**config.mk**
```make
export PLATFORM = sky130hd
export DESIGN_NAME = batcharger_ctrl
export DESIGN_NICKNAME = d
export VERILOG_FILES = /design/src/rtl/batcharger_pkg.sv /design/src/rtl/batcharger_adc_seq.sv /design/src/rtl/batcharger_ctrl.sv
export SDC_FILE = /design/constraint.sdc
export NUM_CORES = 1
export LEC_CHECK = 0
export CORE_ASPECT_RATIO = 1.25
export CORE_UTILIZATION = 50
export CTS_CLUSTER_SIZE = 28
export DETAILED_ROUTE_END_ITERATION = 8
export DONT_BUFFER_PORTS = 1
export PLACE_DENSITY = 0.7
export SLEW_MARGIN = 20
export SYNTH_ARGS = -nofsm -noshare
export SYNTH_HDL_FRONTEND = slang
export SYNTH_SLANG_ARGS = --single-unit
```
**constraint.sdc**
```tcl
create_clock -name clk -period 4.2 [get_ports clk]
set_input_delay 0.84 -clock clk [delete_from_list [all_inputs] [get_ports clk]]
set_output_delay 0.84 -clock clk [all_outputs]
set_load 0.05 [all_outputs]
```
**src/rtl/batcharger_pkg.sv**
```systemverilog
// Shared definitions for the battery charge controller: FSM state encoding,
// monitor-ADC channel codes, default charge thresholds and the helpers that
// derive the charge currents from the latched capacity factor k.
package batcharger_pkg;

  typedef enum logic [2:0] {
    ST_OFF     = 3'd0,
    ST_START   = 3'd1,
    ST_TRICKLE = 3'd2,
    ST_CC      = 3'd3,
    ST_CV      = 3'd4,
    ST_DONE    = 3'd5,
    ST_FAULT   = 3'd6
  } state_t;

  // Monitor ADC channel selects
  localparam logic [1:0] CH_VBAT  = 2'd0;
  localparam logic [1:0] CH_IBAT  = 2'd1;
  localparam logic [1:0] CH_VTBAT = 2'd2;

  // Default thresholds (vbat LSB = 5/255 V, vtbat in raw sensor codes)
  localparam logic [7:0] DEF_VTRICKLE  = 8'd153;
  localparam logic [7:0] DEF_VCUTOFF   = 8'd214;
  localparam logic [7:0] DEF_VRECHARGE = 8'd204;
  localparam logic [7:0] DEF_TMAX      = 8'd125;
  localparam logic [7:0] DEF_TMIN      = 8'd0;
  localparam logic [7:0] DEF_THYST     = 8'd5;
  localparam int         DEF_CVTMO     = 1000000;

  // Constant-current target: 0.5C = 5*k (k <= 16, so at most 80)
  function automatic logic [7:0] i_cc_f(input logic [4:0] k);
    return {3'b000, k} * 8'd5;
  endfunction

  // Trickle-current target: 0.1C = k
  function automatic logic [7:0] i_tc_f(input logic [4:0] k);
    return {3'b000, k};
  endfunction

  // Termination current: C/20 = ceil(k/2)
  function automatic logic [7:0] iterm_f(input logic [4:0] k);
    logic [5:0] kp1;
    kp1 = {1'b0, k} + 6'd1;
    return {3'b000, kp1[5:1]};
  endfunction

  // Unsigned 8-bit less-than, kept as a function so a zero bound is legal
  function automatic logic lt_u8(input logic [7:0] a, input logic [7:0] b);
    return (a < b);
  endfunction

endpackage

```
**src/rtl/batcharger_adc_seq.sv**
```systemverilog
// Monitor-ADC sequencer: rotates vbat -> ibat -> vtbat, runs the req/ack
// handshake with one idle cycle between requests, keeps the latest sample of
// each channel and pulses scan_done the cycle after the vtbat capture.
module batcharger_adc_seq
  import batcharger_pkg::*;
(
  input  logic       clk,
  input  logic       rstz,
  input  logic       run,
  input  logic       abort,
  output logic       adc_req,
  output logic [1:0] adc_ch,
  input  logic       adc_ack,
  input  logic [7:0] adc_data,
  output logic [7:0] vbat,
  output logic [7:0] ibat,
  output logic [7:0] vtbat,
  output logic       scan_done
);

  typedef enum logic [1:0] {
    SQ_IDLE = 2'd0,
    SQ_REQ  = 2'd1,
    SQ_GAP  = 2'd2
  } seq_t;

  seq_t       sq_r;
  logic       req_r;
  logic [1:0] ch_r;
  logic [7:0] vbat_r;
  logic [7:0] ibat_r;
  logic [7:0] vtbat_r;
  logic       scan_done_r;
  logic       capture_s;

  // Abort kills the request in the same cycle; acks without a live request are dropped
  assign adc_req   = req_r & ~abort;
  assign adc_ch    = ch_r;
  assign capture_s = req_r & adc_ack & ~abort;
  assign vbat      = vbat_r;
  assign ibat      = ibat_r;
  assign vtbat     = vtbat_r;
  assign scan_done = scan_done_r;

  // Handshake sequencing and channel rotation
  always_ff @(posedge clk or negedge rstz) begin
    if (!rstz) begin
      sq_r        <= SQ_IDLE;
      req_r       <= 1'b0;
      ch_r        <= CH_VBAT;
      scan_done_r <= 1'b0;
    end else begin
      scan_done_r <= 1'b0;
      if (!run || abort) begin
        sq_r  <= SQ_IDLE;
        req_r <= 1'b0;
        ch_r  <= CH_VBAT;
      end else begin
        case (sq_r)
          SQ_IDLE: begin
            req_r <= 1'b1;
            sq_r  <= SQ_REQ;
          end
          SQ_REQ: begin
            if (adc_ack) begin
              req_r       <= 1'b0;
              sq_r        <= SQ_GAP;
              ch_r        <= (ch_r == CH_VTBAT) ? CH_VBAT : ch_r + 2'd1;
              scan_done_r <= (ch_r == CH_VTBAT);
            end else begin
              req_r <= 1'b1;
            end
          end
          SQ_GAP: begin
            req_r <= 1'b1;
            sq_r  <= SQ_REQ;
          end
          default: begin
            sq_r  <= SQ_IDLE;
            req_r <= 1'b0;
            ch_r  <= CH_VBAT;
          end
        endcase
      end
    end
  end

  // Sample registers, written only on an accepted ack
  always_ff @(posedge clk or negedge rstz) begin
    if (!rstz) begin
      vbat_r  <= 8'd0;
      ibat_r  <= 8'd0;
      vtbat_r <= 8'd0;
    end else if (capture_s) begin
      case (ch_r)
        CH_VBAT:  vbat_r  <= adc_data;
        CH_IBAT:  ibat_r  <= adc_data;
        CH_VTBAT: vtbat_r <= adc_data;
        default:  vbat_r  <= vbat_r;
      endcase
    end else begin
      vbat_r <= vbat_r;
    end
  end

endmodule

```
**src/rtl/batcharger_ctrl.sv**
```systemverilog
// LiPo charge controller: trickle / constant-current / constant-voltage /
// end-of-charge sequencing with temperature fault, driving the analog
// charger's mode enables and DAC target codes from monitor ADC samples.
module batcharger_ctrl
  import batcharger_pkg::*;
#(
  parameter logic [7:0] VTRICKLE  = DEF_VTRICKLE,
  parameter logic [7:0] VCUTOFF   = DEF_VCUTOFF,
  parameter logic [7:0] VRECHARGE = DEF_VRECHARGE,
  parameter logic [7:0] TMAX      = DEF_TMAX,
  parameter logic [7:0] TMIN      = DEF_TMIN,
  parameter logic [7:0] THYST     = DEF_THYST,
  parameter int         CVTMO     = DEF_CVTMO
) (
  input  logic       clk,
  input  logic       rstz,
  input  logic       en,
  input  logic [3:0] sel,
  output logic       adc_req,
  output logic [1:0] adc_ch,
  input  logic       adc_ack,
  input  logic [7:0] adc_data,
  output logic       tc_en,
  output logic       cc_en,
  output logic       cv_en,
  output logic [7:0] icode,
  output logic [7:0] vcode,
  output logic       done,
  output logic       fault
);

  localparam int              TW       = (CVTMO > 1) ? $clog2(CVTMO) : 1;
  localparam logic [TW-1:0]   TMO_LAST = TW'(CVTMO - 1);
  localparam logic [7:0]      TCLR_HI  = TMAX - THYST;
  localparam logic [7:0]      TCLR_LO  = TMIN + THYST;

  state_t        state_r;
  state_t        next_s;
  logic [4:0]    k_r;
  logic [TW-1:0] timer_r;
  logic          run_s;
  logic          abort_s;
  logic          scan_done_s;
  logic [7:0]    vbat_s;
  logic [7:0]    ibat_s;
  logic [7:0]    vtbat_s;
  logic          fault_cond_s;
  logic          fault_clear_s;
  logic          timeout_s;
  logic [7:0]    iterm_s;

  assign run_s   = en & (state_r != ST_OFF);
  assign abort_s = ~en;

  batcharger_adc_seq u_adc (
    .clk       (clk),
    .rstz      (rstz),
    .run       (run_s),
    .abort     (abort_s),
    .adc_req   (adc_req),
    .adc_ch    (adc_ch),
    .adc_ack   (adc_ack),
    .adc_data  (adc_data),
    .vbat      (vbat_s),
    .ibat      (ibat_s),
    .vtbat     (vtbat_s),
    .scan_done (scan_done_s)
  );

  assign fault_cond_s  = (vtbat_s > TMAX) | lt_u8(vtbat_s, TMIN);
  assign fault_clear_s = (vtbat_s <= TCLR_HI) & ~lt_u8(vtbat_s, TCLR_LO);
  assign timeout_s     = (timer_r == TMO_LAST);
  assign iterm_s       = iterm_f(k_r);

  // Next-state decision; fault checks outrank every other move
  always_comb begin
    next_s = state_r;
    if (!en) begin
      next_s = ST_OFF;
    end else begin
      case (state_r)
        ST_OFF: next_s = ST_START;
        ST_START: begin
          if (!scan_done_s)             next_s = ST_START;
          else if (fault_cond_s)        next_s = ST_FAULT;
          else if (vbat_s < VTRICKLE)   next_s = ST_TRICKLE;
          else if (vbat_s < VCUTOFF)    next_s = ST_CC;
          else                          next_s = ST_CV;
        end
        ST_TRICKLE: begin
          if (!scan_done_s)             next_s = ST_TRICKLE;
          else if (fault_cond_s)        next_s = ST_FAULT;
          else if (vbat_s >= VTRICKLE)  next_s = ST_CC;
          else                          next_s = ST_TRICKLE;
        end
        ST_CC: begin
          if (!scan_done_s)             next_s = ST_CC;
          else if (fault_cond_s)        next_s = ST_FAULT;
          else if (vbat_s >= VCUTOFF)   next_s = ST_CV;
          else                          next_s = ST_CC;
        end
        ST_CV: begin
          // The timeout is watched every cycle, the current taper only per scan
          if (scan_done_s && fault_cond_s)               next_s = ST_FAULT;
          else if (timeout_s)                            next_s = ST_DONE;
          else if (scan_done_s && (ibat_s <= iterm_s))   next_s = ST_DONE;
          else                                           next_s = ST_CV;
        end
        ST_DONE: begin
          if (!scan_done_s)             next_s = ST_DONE;
          else if (fault_cond_s)        next_s = ST_FAULT;
          else if (vbat_s < VRECHARGE)  next_s = ST_START;
          else                          next_s = ST_DONE;
        end
        ST_FAULT: begin
          if (scan_done_s && fault_clear_s) next_s = ST_START;
          else                              next_s = ST_FAULT;
        end
        default: next_s = ST_OFF;
      endcase
    end
  end

  // State, capacity latch, CV timer and registered charger outputs
  always_ff @(posedge clk or negedge rstz) begin
    if (!rstz) begin
      state_r <= ST_OFF;
      k_r     <= 5'd0;
      timer_r <= '0;
      tc_en   <= 1'b0;
      cc_en   <= 1'b0;
      cv_en   <= 1'b0;
      done    <= 1'b0;
      fault   <= 1'b0;
      icode   <= 8'd0;
      vcode   <= 8'd0;
    end else begin
      state_r <= next_s;

      // Capacity is sampled only when charging starts from OFF
      if ((state_r == ST_OFF) && (next_s == ST_START)) begin
        k_r <= {1'b0, sel} + 5'd1;
      end else begin
        k_r <= k_r;
      end

      if ((next_s == ST_CV) && (state_r != ST_CV)) begin
        timer_r <= '0;
      end else if (state_r == ST_CV) begin
        timer_r <= timer_r + TW'(1);
      end else begin
        timer_r <= timer_r;
      end

      tc_en <= (next_s == ST_TRICKLE);
      cc_en <= (next_s == ST_CC);
      cv_en <= (next_s == ST_CV);
      done  <= (next_s == ST_DONE);
      fault <= (next_s == ST_FAULT);
      vcode <= (next_s == ST_CV) ? VCUTOFF : 8'd0;
      case (next_s)
        ST_TRICKLE:   icode <= i_tc_f(k_r);
        ST_CC, ST_CV: icode <= i_cc_f(k_r);
        default:      icode <= 8'd0;
      endcase
    end
  end

endmodule
```
[Word level (Yosys, flattened, before mapping)]
Index checks and enable logic that the tools add are counted.
Word-level totals
  bits in registers: 79
  bits in latches: 0
  memory bits (writable): 0
  bits in read-only memories: 0
  output and inout port bits: 24
  word-level logic and storage cells: 114
  memories kept: 0
Operators by class
  $add $sub $neg: 4
  multiply operators: 1
  divide/modulo/power cells: 0
  order comparisons: 10
  eq/ne operators: 20
  shifts and indexed selects: 0
  muxes and demuxes: 36
  bitwise logic cells: 8
  reductions and logical operators: 18
Operators with widths (count)
  two-way mux 3 bit: 14
  two-way mux 20 bit: 2
  less-than comparator 8 bit (second input constant): 3
  case mux 3 bit (7 select lines): 1
  adder 20 x 1 -> 20 bit (second input constant): 1
  equality test 20 bit (second input constant): 1
  equality test 3 bit (second input constant): 6
  >= comparator 8 bit (second input constant): 2
  case mux 8 bit (2 select lines): 1
  equality test 3 x 2 -> 1 bit (second input constant): 4
  two-way mux 2 bit: 6
  greater-than comparator 8 x 7 -> 1 bit (second input constant): 1
  <= comparator 8 x 5 -> 1 bit: 1
  <= comparator 8 x 7 -> 1 bit (second input constant): 1
  less-than comparator 8 x 1 -> 1 bit (second input constant): 1
  less-than comparator 8 x 3 -> 1 bit (second input constant): 1
  multiplier 5 x 3 -> 8 bit (second input constant): 1
  two-way mux 1 bit: 8
  two-way mux 8 bit: 1
  case mux 2 bit (2 select lines): 2
  AND reduction 2 bit: 4
  adder 5 x 1 -> 6 bit (second input constant): 1
  equality test 3 x 1 -> 1 bit (second input constant): 2
  adder 4 x 1 -> 5 bit (second input constant): 1
  18 further kinds: 31

[Logic depth before layout (Yosys ltp)]
Gate-level depths: netlist (run 1).
  word-level depth: 11
  gate-level depth with buffers: 14
  mapped depth without buffers: 12

[Hierarchy]
Synthesis (run 1) repeated with hierarchy kept, for this count alone.
Second synthesis, totals
  cells, all modules: 373
  area, all modules: 3842.4 µm²
By module, submodules not included
  batcharger_ctrl: instances 1, cells each 297, area an instance 2642.5 µm²
  batcharger_adc_seq: instances 1, cells each 76, area an instance 1199.9 µm²

[Worst setup path before layout (run 1)]
OpenSTA, ideal clock, no wires.
  path type: input port to flip-flop
  from: in en
  to: reg u_adc.ibat_r[1] (netlist: u_adc.ibat[1])
  data arrival time: 2531 ps
  setup slack: 1544 ps
  stages: 4
  buffers on the path: 0
  cell sequence: and2_1 > nand2_1 > nor3b_1 > mux2_2
Between the ends
  word-level cells in the longest chain between the ends: 2
Ends and longest elaborated chain
  start, declared: RTL line batcharger_ctrl.sv:17  | input logic en,
  AND 1 bit: RTL line batcharger_adc_seq.sv:39  | assign capture_s = req_r & adc_ack & ~abort;
  AND reduction 2 bit (no source line)
  end signal, assigned: RTL line batcharger_adc_seq.sv:97  | CH_IBAT: ibat_r <= adc_data;
  end, declared: RTL line batcharger_adc_seq.sv:31  | logic [7:0] ibat_r;
Every way passes these cells.
A chain may end at the register's enable or synchronous reset.

[Worst setup path in the final report (run 1)]
  from: reg k_r[0]
  to: reg timer_r[10]
Between the ends
  word-level cells in the longest chain between the ends: 11
  elaborated cells between the ends (all ways): 12
Ends and longest elaborated chain
  start, declared: RTL line batcharger_ctrl.sv:39  | logic [4:0] k_r;
  start signal, assigned: RTL line batcharger_ctrl.sv:142  | k_r <= {1'b0, sel} + 5'd1;
  start signal, assigned: RTL line batcharger_ctrl.sv:144  | k_r <= k_r;
  adder 5 x 1 -> 6 bit (*): RTL line batcharger_pkg.sv:43  | kp1 = {1'b0, k} + 6'd1;
  <= comparator 8 x 5 -> 1 bit (*): RTL line batcharger_ctrl.sv:106  | else if (scan_done_s && (ibat_s <= iterm_s)) next_s = ST_DONE;
  logical AND 1 bit (*): RTL line batcharger_ctrl.sv:106
  two-way mux 1 bit (*): RTL line batcharger_ctrl.sv:106
  two-way mux 1 bit (*): RTL line batcharger_ctrl.sv:105  | else if (timeout_s) next_s = ST_DONE;
  two-way mux 2 bit (*): RTL line batcharger_ctrl.sv:104  | if (scan_done_s && fault_cond_s) next_s = ST_FAULT;
  case mux 3 bit (7 select lines) (*): RTL line batcharger_ctrl.sv:81  | case (state_r)
  two-way mux 3 bit (*): RTL line batcharger_ctrl.sv:78  | if (!en) begin
  equality test 3 bit (*): RTL line batcharger_ctrl.sv:147  | if ((next_s == ST_CV) && (state_r != ST_CV)) begin
  logical AND 1 bit (*): RTL line batcharger_ctrl.sv:147
  two-way mux 20 bit / nonzero test 2 bit (equally long branches)
  end signal, assigned: RTL line batcharger_ctrl.sv:150  | timer_r <= timer_r + TW'(1);
  end signal, assigned: RTL line batcharger_ctrl.sv:152  | timer_r <= timer_r;
  end, declared: RTL line batcharger_ctrl.sv:40  | logic [TW-1:0] timer_r;
Every way passes the cells marked *; elsewhere a longest branch is shown, timed or not.

==> impl_metrics.env, run 1 <==
export IMPL_outcome="finished clean"
export IMPL_end_kind="flop"
export IMPL_io_pins=40
export IMPL_cts_tree="yes"
export IMPL_drive_above_1_share_pct=17.47
export IMPL_nNetsFinal=398
export IMPL_cts_hold_buf=0
export IMPL_yosysTopAreaCellShare_pct=47.51
export IMPL_fillCellCount=628
export IMPL_yosys_top_cells_area="dfrtp_1 (48%), mux2_2 (7.2%), ha_1 (4.7%), nand2_1 (3.6%), o21ai_0 (3.1%)"
export IMPL_rsz0062_at_grt="false"
export IMPL_dp_cells=446
export IMPL_r2r_slack_ps=1040
export IMPL_setup_worst_path_start_class="flop"
export IMPL_ys_types=57
export IMPL_worstSkewPairLatency_ps=350
export IMPL_critPathRequiredTime_ps=4390
export IMPL_setup_tns_final_ps=0
export IMPL_core_rowCount=34
export IMPL_postCtsSetupRepairBufs=0
export IMPL_critPathMaxFanout=18
export IMPL_setup_viol=0
export IMPL_netlist_area_um2=3740
export IMPL_synthCells=363
export IMPL_vias=2674
export IMPL_fin_crit_ps=3161
export IMPL_yosysTopAreaCell="dfrtp_1"
export IMPL_synth_edff_count=0
export IMPL_fin_cells=462
export IMPL_grt_pass1_vias=2729
export IMPL_grt_pass1_wl_um=12560
export IMPL_fp_dieH_um=98.70
export IMPL_place_gp_congestion=0.8236
export IMPL_routed_wl_um=7367
export IMPL_ys_warnings_count=0
export IMPL_maxCapViolations=0
export IMPL_cp_arrival_ps=3350
export IMPL_post_drt_wl_per_cell_um=15.95
export IMPL_leakagePower_nw=1.804
export IMPL_synth_seq_cells=71
export IMPL_fp_dieArea_um2=7832
export IMPL_antenna_found_initial=0
export IMPL_clock_sinks=71
export IMPL_grt_overflow_total=0
export IMPL_die_width_um=79.36
export IMPL_cp_startpoint="k_r[0]"
export IMPL_hpwl_um=5350
export IMPL_slew_headroom_pct=46.42
export IMPL_hold_viol=0
export IMPL_worstMarginPinSlew_ps=810.4
export IMPL_p_per_area_nw_per_um2=388.1
export IMPL_dr_pass1_iters=5
export IMPL_hold_class="in2async"
export IMPL_clk_pin_slew_ps=80
export IMPL_clockBufferDepth=2
export IMPL_setup_ws_ps=1039
export IMPL_grt_use_total_pct=20.98
export IMPL_regToRegStartpoint="k_r[0]"
export IMPL_fin_crit_sh_pct=75.26
export IMPL_criticalPathCategory="reg2reg"
export IMPL_max_freq_mhz=316.4
export IMPL_via_per_inst=5.788
export IMPL_final_max_slew_viol_count=0
export IMPL_antenna_left=0
export IMPL_cts_buffers_inserted=9
export IMPL_clock_root_buffer="clkbuf_8"
export IMPL_drt_drc_violations_left=0
export IMPL_cts_resized=0
export IMPL_yosysSeqAreaShare_pct=47.51
export IMPL_syn_avg_cell_area_um2=10.30
export IMPL_syn2layout_area_growth_pct=7.862
export IMPL_r2r_cells=12
export IMPL_drt_iter0_markers=150
export IMPL_vdd_drop_max_mv=0.3607
export IMPL_htreeDepth=3
export IMPL_post_route_util_pct=56.78
export IMPL_synthFlopType="dfrtp_1"
export IMPL_io_buffers=0
export IMPL_rr_endpoint="timer_r[10]"
export IMPL_start_util_pct=52.64
export IMPL_num_antenna_cells=0
export IMPL_clock_skew_ps=8.338
export IMPL_pre_cts_ws_ps=1027
export IMPL_core_um2=7104
export IMPL_grt_max_degree=72
export IMPL_synthArstFlopShare_pct=100.0
==> cells by family after synthesis <==
group	after synthesis	synth area share, %
compound gates	70	12.45
mux	25	7.494
simple gates	150	21.58
other cells	1	0.1003
fa+ha+maj	15	5.219
xor+xnor	9	2.108
flops	71	47.51
buf+inv	22	3.546
==> power breakdown <==
part / total, mW / internal [mW] / switching (mW)
clock network: 0.665 / 0.408 / 0.257
registers: 0.754 / 0.716 / 0.0386
logic: 0.146 / 0.0708 / 0.0752
total: 1.57 / 1.20 / 0.370
==> per-stage QoR <==
step           total power, mW  hold slack (ps)  area, um2
2_1_floorplan           0.8781            435.0       3747
3_3_place_gp            0.9057            459.0       3789
3_5_place_dp            0.9113            465.3       3789
4_1_cts                  1.583            161.8       4034
5_1_grt                  1.632            161.7       4034
6_report                 1.565            185.3       4034
==> how the worst max path moves through the flow <==
| stage | to | slack [ps] | cells after the start |
|---|---|---|---|
| after floorplan | u_adc.ibat[1] | 1540 | 4 |
| final | timer_r[10] | 1040 | 12 |
| after CTS | timer_r[10] | 1010 | 12 |
| after global placement | timer_r[12] | 1210 | 12 |
| after detailed placement | timer_r[10] | 1030 | 12 |
| after global routing | timer_r[12] | 730 | 12 |
==> cell usage in the layout (no fill, tap or decap), drive strengths merged, types with 2 or more instances in the layout <==
master / Yosys / routed
nor2: 21 / 21
conb: 1 / 3
mux2: 24 / 24
nand2b: 10 / 10
nor4: 3 / 3
o21ai: 30 / 30
o211ai: 3 / 3
o32a: 2 / 2
o21bai: 2 / 2
and3: 9 / 9
or3: 3 / 3
a211oi: 4 / 4
or4: 4 / 4
clkinv: 0 / 2
bufinv: 0 / 3
xor2: 4 / 4
a31o: 2 / 2
or2: 10 / 10
o32ai: 2 / 2
nand4: 6 / 6
inv: 10 / 10
nand2: 36 / 36
a21oi: 11 / 11
xnor2: 5 / 5
clkbuf: 0 / 10
a21o: 4 / 4
nand3: 18 / 18
and2: 7 / 7
ha: 14 / 14
nor2b: 4 / 4
a22oi: 4 / 4
nor3: 13 / 13
nor3b: 2 / 2
buf: 12 / 3
dfrtp: 71 / 71
==> state kept, by name (all words and copies together) (netlist names), 2 cells and up <==
signal	count
timer_r	20
k_r	5
u_adc.vtbat	8
u_adc.ibat	8
u_adc.adc_ch	2
icode	8
u_adc.vbat	8
state_r	3
u_adc.sq_r	2
==> cell usage after synthesis, types with 2 or more instances <==
library cell / n
xor2_1: 4
a31o_2: 2
mux2_2: 24
nand4_1: 6
or2_2: 9
a21o_1: 3
o211ai_1: 2
inv_1: 9
nand2b_1: 10
o21ai_1: 6
nand2_1: 36
and2_1: 7
ha_1: 14
nor3_1: 11
o32a_1: 2
or4_1: 4
nor2_1: 21
a21oi_1: 11
xnor2_1: 5
nor2b_1: 4
or3_1: 3
buf_4: 9
o21ai_0: 23
nand3_1: 18
nor3b_1: 2
and3_1: 9
o32ai_1: 2
nor4_1: 2
a211oi_1: 3
a22oi_1: 4
buf_6: 2
dfrtp_1: 71
==> area by class of cell <==
type,instances,area (um2),area share [%]
Tap cell,90,112.6,2.792
Inverter,10,37.54,0.9305
Timing Repair Buffer,3,22.52,0.5583
Multi-Input combinational cell,272,1838,45.56
Sequential cell,71,1778,44.08
Clock buffer,10,137.6,3.412
Clock inverter,6,107.6,2.667
==> metal layers <==
layer  wire [um]  vias up  part of all wire, %  GRT usage, %
li1            -     1303                    -             -
met1        3164     1313                   43         25.20
met2        3854       45                   52         35.74
met3         215       13                  2.9         4.167
met4         132        0                  1.8         9.930
met5           0        -                    0             0
==> critical path: stages, from the launching register on <==
cell	delay, ps
dfrtp_1	440
ha_1	220
nand3_1	90
xnor2_1	150
ha_1	290
o21ai_0	80
a21oi_1	120
nor3_1	60
o211ai_1	180
o211ai_2	160
a211oi_4	320
and3_1	670
o21ai_0	210
(Power assumes the default switching activity.)
==> run 2, diff against run 1 <==
Clock period 4.2 ns to 3.3 ns, I/O delays scaled along.
==> impl_metrics.env, run 2 (synthesis results as in run 1) <==
export IMPL_drt_drc_violations_left=0
export IMPL_final_area_um2=4073
export IMPL_syn2layout_area_growth_pct=8.899
export IMPL_hold_class="in2async"
export IMPL_fin_crit_ps=2847
export IMPL_clock_skew_ps=11.88
export IMPL_fp_dieArea_um2=7832
export IMPL_dp_cells=446
export IMPL_critPathRequiredTime_ps=3500
export IMPL_wl_met2_um=3827
export IMPL_antenna_left=0
export IMPL_drt_iter0_markers=132
export IMPL_antenna_found_initial=0
export IMPL_via_per_inst=5.756
export IMPL_setup_tns_final_ps=0
export IMPL_outcome="finished clean"
export IMPL_worstMarginPinSlew_ps=811.3
export IMPL_htreeDepth=3
export IMPL_end_kind="flop"
export IMPL_largest_register="timer_r"
export IMPL_wl_met1_um=3130
export IMPL_clock_sinks=71
export IMPL_cts_buffers_inserted=9
export IMPL_final_common_cell="dfrtp_1"
export IMPL_nNetsFinal=400
export IMPL_max_freq_mhz=351.3
export IMPL_route_met3_wl_um=299
export IMPL_placed_area_um2=3789
export IMPL_place_gp_congestion=0.8121
export IMPL_cp_arrival_ps=3050
export IMPL_grt_pass1_wl_um=12580
export IMPL_rsz0062_at_grt="false"
export IMPL_vias=2671
export IMPL_drive_above_1_share_pct=17.91
export IMPL_fin_crit_sh_pct=86.27
export IMPL_grt_pass1_vias=2706
export IMPL_maxCapViolations=0
export IMPL_post_route_util_pct=57.33
export IMPL_whs_ps=190.3
export IMPL_leakagePower_nw=1.810
export IMPL_io_buffers=0
export IMPL_postCtsSetupRepairBufs=0
export IMPL_criticalPathCategory="reg2reg"
export IMPL_die_width_um=79.36
export IMPL_clock_root_buffer="clkbuf_8"
export IMPL_cts_tree="yes"
export IMPL_core_rowCount=34
export IMPL_final_max_slew_viol_count=0
export IMPL_layout_common_cells="dfrtp_1 (70), nand2_1 (36), mux2_2 (24), o21ai_0 (23), nor2_1 (21)"
export IMPL_dr_pass1_iters=4
export IMPL_routed_wl_um=7411
export IMPL_top_layer="met4"
export IMPL_grt_max_degree=65
export IMPL_clk_pin_slew_ps=80
export IMPL_clockBufferDepth=2
export IMPL_p_per_area_nw_per_um2=490.6
export IMPL_vdd_drop_max_mv=0.3696
export IMPL_setup_viol=0
export IMPL_critPathMaxFanout=18
export IMPL_grt_use_total_pct=21.12
export IMPL_post_drt_wl_per_cell_um=15.97
export IMPL_fp_dieH_um=98.70
export IMPL_worstSkewPairLatency_ps=340
export IMPL_start_util_pct=52.64
export IMPL_hpwl_um=5402
export IMPL_grt_overflow_total=0
export IMPL_hold_viol=0
export IMPL_core_um2=7104
export IMPL_largest_reg_flops=20
export IMPL_slew_headroom_pct=46.35
export IMPL_fin_cells=464
export IMPL_io_pins=40
export IMPL_setup_worst_path_start_class="flop"
export IMPL_num_antenna_cells=0
## run 2: path summary, 6_finish.rpt
| kind | startpoint | slack, ps | cells after the start | end |
|---|---|---|---|---|
| max | k_r[1] | 450 | 12 | timer_r[19] |
| min | rstz | 190 | 1 | timer_r[5] |
| max reg2reg | k_r[1] | 450 | 12 | timer_r[19] |
| min reg2reg | u_adc.sq_r[1] | 470 | 1 | u_adc.sq_r[1] |
| max in group asynchronous | rstz | 2290 | 1 | u_adc.ibat[4] |
| min in group clk | sel[0] | 440 | 1 | k_r[0] |
## run 2: routing by layer
metal	global-route usage (%)	vias up
met2	34.88	45
li1	-	1307
met3	5.648	10
met4	10.63	0
met1	25.15	1309
met5	0	-
## run 2: what timing repair did
action,in CTS,in global routing
hold buffers,2,0
endpoints found under the hold margin,64,0
gates resized for setup,0,1
endpoints found under the setup margin,0,13
## run 2: through the flow
stage          worst slack [ps]  power, mW
2_1_floorplan             759.7      1.118
3_3_place_gp              310.8      1.152
3_5_place_dp              172.3      1.160
4_1_cts                   159.1      2.019
5_1_grt                   162.1      2.092
6_report                  453.1      1.998
## run 2: area by class of cell
cell class              instances  area [um2]
clock buffers                   9       123.9
clock inverters                 7       121.4
fillers                       643        3032
inverters                      10       37.54
multi-input cells             272        1839
flip-flops and latches         71        1778
well taps                      90       112.6
repair buffers                  5       60.06
## run 2: worst max-delay path, stage by stage (launching register included)
cell	delay, ps
dfrtp_1	440
ha_1	220
nand3_1	90
xnor2_1	140
ha_1	280
o21ai_0	70
a21oi_1	120
nor3_1	50
o211ai_1	180
o211ai_2	160
a211oi_4	310
and3_2	470
o21ai_0	170
## run 2: report_power, final
part	leakage (nW)	total, mW	internal (mW)	switching, mW
clock	0.112	0.834	0.503	0.331
combinational	0.838	0.205	0.0944	0.111
sequential	0.860	0.958	0.911	0.0476
==> run 3, diff against run 2 <==
Settings changed: CORE_UTILIZATION 50 to 45, PLACE_DENSITY 0.7 to 0.65.
==> impl_metrics.env, run 3 (synthesis results as in run 1) <==
export IMPL_p_per_area_nw_per_um2=459.5
export IMPL_grt_max_degree=72
export IMPL_maxCapViolations=0
export IMPL_core_rowCount=36
export IMPL_post_drt_wl_per_cell_um=15.58
export IMPL_final_common_cell="dfrtp_1"
export IMPL_fp_dieArea_um2=8682
export IMPL_grt_pass1_vias=2588
export IMPL_final_max_slew_viol_count=0
export IMPL_grt_overflow_total=0
export IMPL_io_buffers=0
export IMPL_routed_wl_um=7292
export IMPL_drt_iter0_markers=135
export IMPL_critPathRequiredTime_ps=3510
export IMPL_end_kind="flop"
export IMPL_hold_viol=0
export IMPL_die_width_um=83.54
export IMPL_whs_ps=183.1
export IMPL_worstMarginPinSlew_ps=824.7
export IMPL_finalPower_mw=1.845
export IMPL_nNetsFinal=399
export IMPL_antenna_left=0
export IMPL_num_antenna_cells=0
export IMPL_clockBufferDepth=2
export IMPL_regToRegStartpoint="k_r[1]"
export IMPL_grt_use_total_pct=18.24
export IMPL_antenna_found_initial=0
export IMPL_grt_pass1_wl_um=12670
export IMPL_leakagePower_nw=1.788
export IMPL_dr_pass1_iters=4
export IMPL_criticalPathCategory="reg2reg"
export IMPL_cp_startpoint="k_r[1]"
export IMPL_cts_buffers_inserted=9
export IMPL_layout_common_cells="dfrtp_1 (70), nand2_1 (36), mux2_2 (24), o21ai_0 (23), nor2_1 (21)"
export IMPL_clk_pin_slew_ps=80
export IMPL_syn2layout_area_growth_pct=7.360
export IMPL_start_util_pct=47.17
export IMPL_hpwl_um=5294
export IMPL_cp_arrival_ps=3160
export IMPL_core_um2=7928
export IMPL_vias=2594
export IMPL_slew_headroom_pct=45.47
export IMPL_fp_dieH_um=103.9
export IMPL_cp_endpoint="timer_r[12]"
export IMPL_clock_root_buffer="clkbuf_8"
export IMPL_fin_crit_sh_pct=89.28
export IMPL_htreeDepth=3
export IMPL_critPathMaxFanout=18
export IMPL_vdd_drop_max_mv=0.2907
export IMPL_place_gp_congestion=0.8051
export IMPL_rsz0062_at_grt="false"
export IMPL_via_per_inst=5.543
export IMPL_drt_drc_violations_left=0
export IMPL_post_route_util_pct=50.65
export IMPL_setup_worst_path_start_class="flop"
export IMPL_outcome="finished clean"
export IMPL_cts_tree="yes"
export IMPL_largest_reg_flops=20
export IMPL_fin_crit_ps=2946
export IMPL_hold_class="in2async"
export IMPL_pre_cts_ws_ps=80.77
export IMPL_setup_ws_ps=353.8
export IMPL_setup_viol=0
export IMPL_largest_register="timer_r"
export IMPL_worstSkewPairLatency_ps=350
export IMPL_io_pins=40
export IMPL_rr_endpoint="timer_r[12]"
export IMPL_r2r_slack_ps=350
export IMPL_postCtsSetupRepairBufs=0
export IMPL_clock_skew_ps=9.724
export IMPL_clock_sinks=71
export IMPL_drive_above_1_share_pct=17.16
export IMPL_r2r_cells=12
export IMPL_max_freq_mhz=339.4
export IMPL_setup_tns_final_ps=0
## run 3: cell count changes in the layout (fill, tap and decap cells not counted), sizes merged
| cell | delta |
|---|---|
| clkbuf | +4 |
| dlygate4sd3 | -1 |
| clkinvlp | -2 |
| bufinv | -2 |
## run 3: report_power, final
part	internal (mW)	leakage (nW)	total [mW]	switching [mW]
registers	0.911	0.860	0.962	0.0507
logic	0.0937	0.834	0.202	0.108
clock network	0.370	0.0936	0.681	0.311
## run 3: timing repair
action	4_1_cts	5_1_grt
hold buffers	1	0
endpoints found under the setup margin	0	18
hold endpoints to repair	71	0
resized for setup	0	1
## run 3: stage by stage
step | cells | cell area (um2)
3_3_place_gp | 451 | 3795
5_1_grt | 468 | 4015
6_report | 468 | 4015
4_1_cts | 468 | 4014
3_5_place_dp | 451 | 3795
2_1_floorplan | 365 | 3747
## run 3: worst max-delay path: stages, from the launching register on
cell and delay (ps):
dfrtp_1 440, ha_1 230, nand3_1 100, xnor2_1 150
ha_1 300, o21ai_0 80, a21oi_1 120, nor3_1 60
o211ai_1 180, o211ai_2 170, a211oi_4 330, and3_2 490
o21ai_0 170
## run 3: worst min-delay path by stage
| stage | slack, ps | to | start | cells after the start |
|---|---|---|---|---|
| final | 180 | done | rstz | 1 |
| after global routing | 200 | u_adc.req_r | rstz | 1 |
| after CTS | 190 | u_adc.req_r | rstz | 1 |
| after detailed placement | 370 | timer_r[7] | rstz | 0 |
| after global placement | 370 | timer_r[7] | rstz | 0 |
| after floorplan | 360 | cc_en | rstz | 0 |
## run 3: cell type report
type | instances | area, um2
Inverter | 10 | 37.54
Multi-Input combinational cell | 272 | 1839
Timing Repair Buffer | 4 | 50.05
Sequential cell | 71 | 1778
Clock buffer | 13 | 148.9
Fill cell | 720 | 3913
Tap cell | 95 | 118.9
Clock inverter | 3 | 42.54
## run 3: layer usage
| metal | vias to the layer above | global-route usage, % | part of all wire (%) |
|---|---|---|---|
| met5 | - | 0 | 0 |
| met2 | 24 | 29.80 | 49 |
| met3 | 9 | 4.365 | 2.7 |
| met4 | 0 | 7.264 | 1.3 |
| li1 | 1303 | - | - |
| met1 | 1258 | 23.34 | 46 |
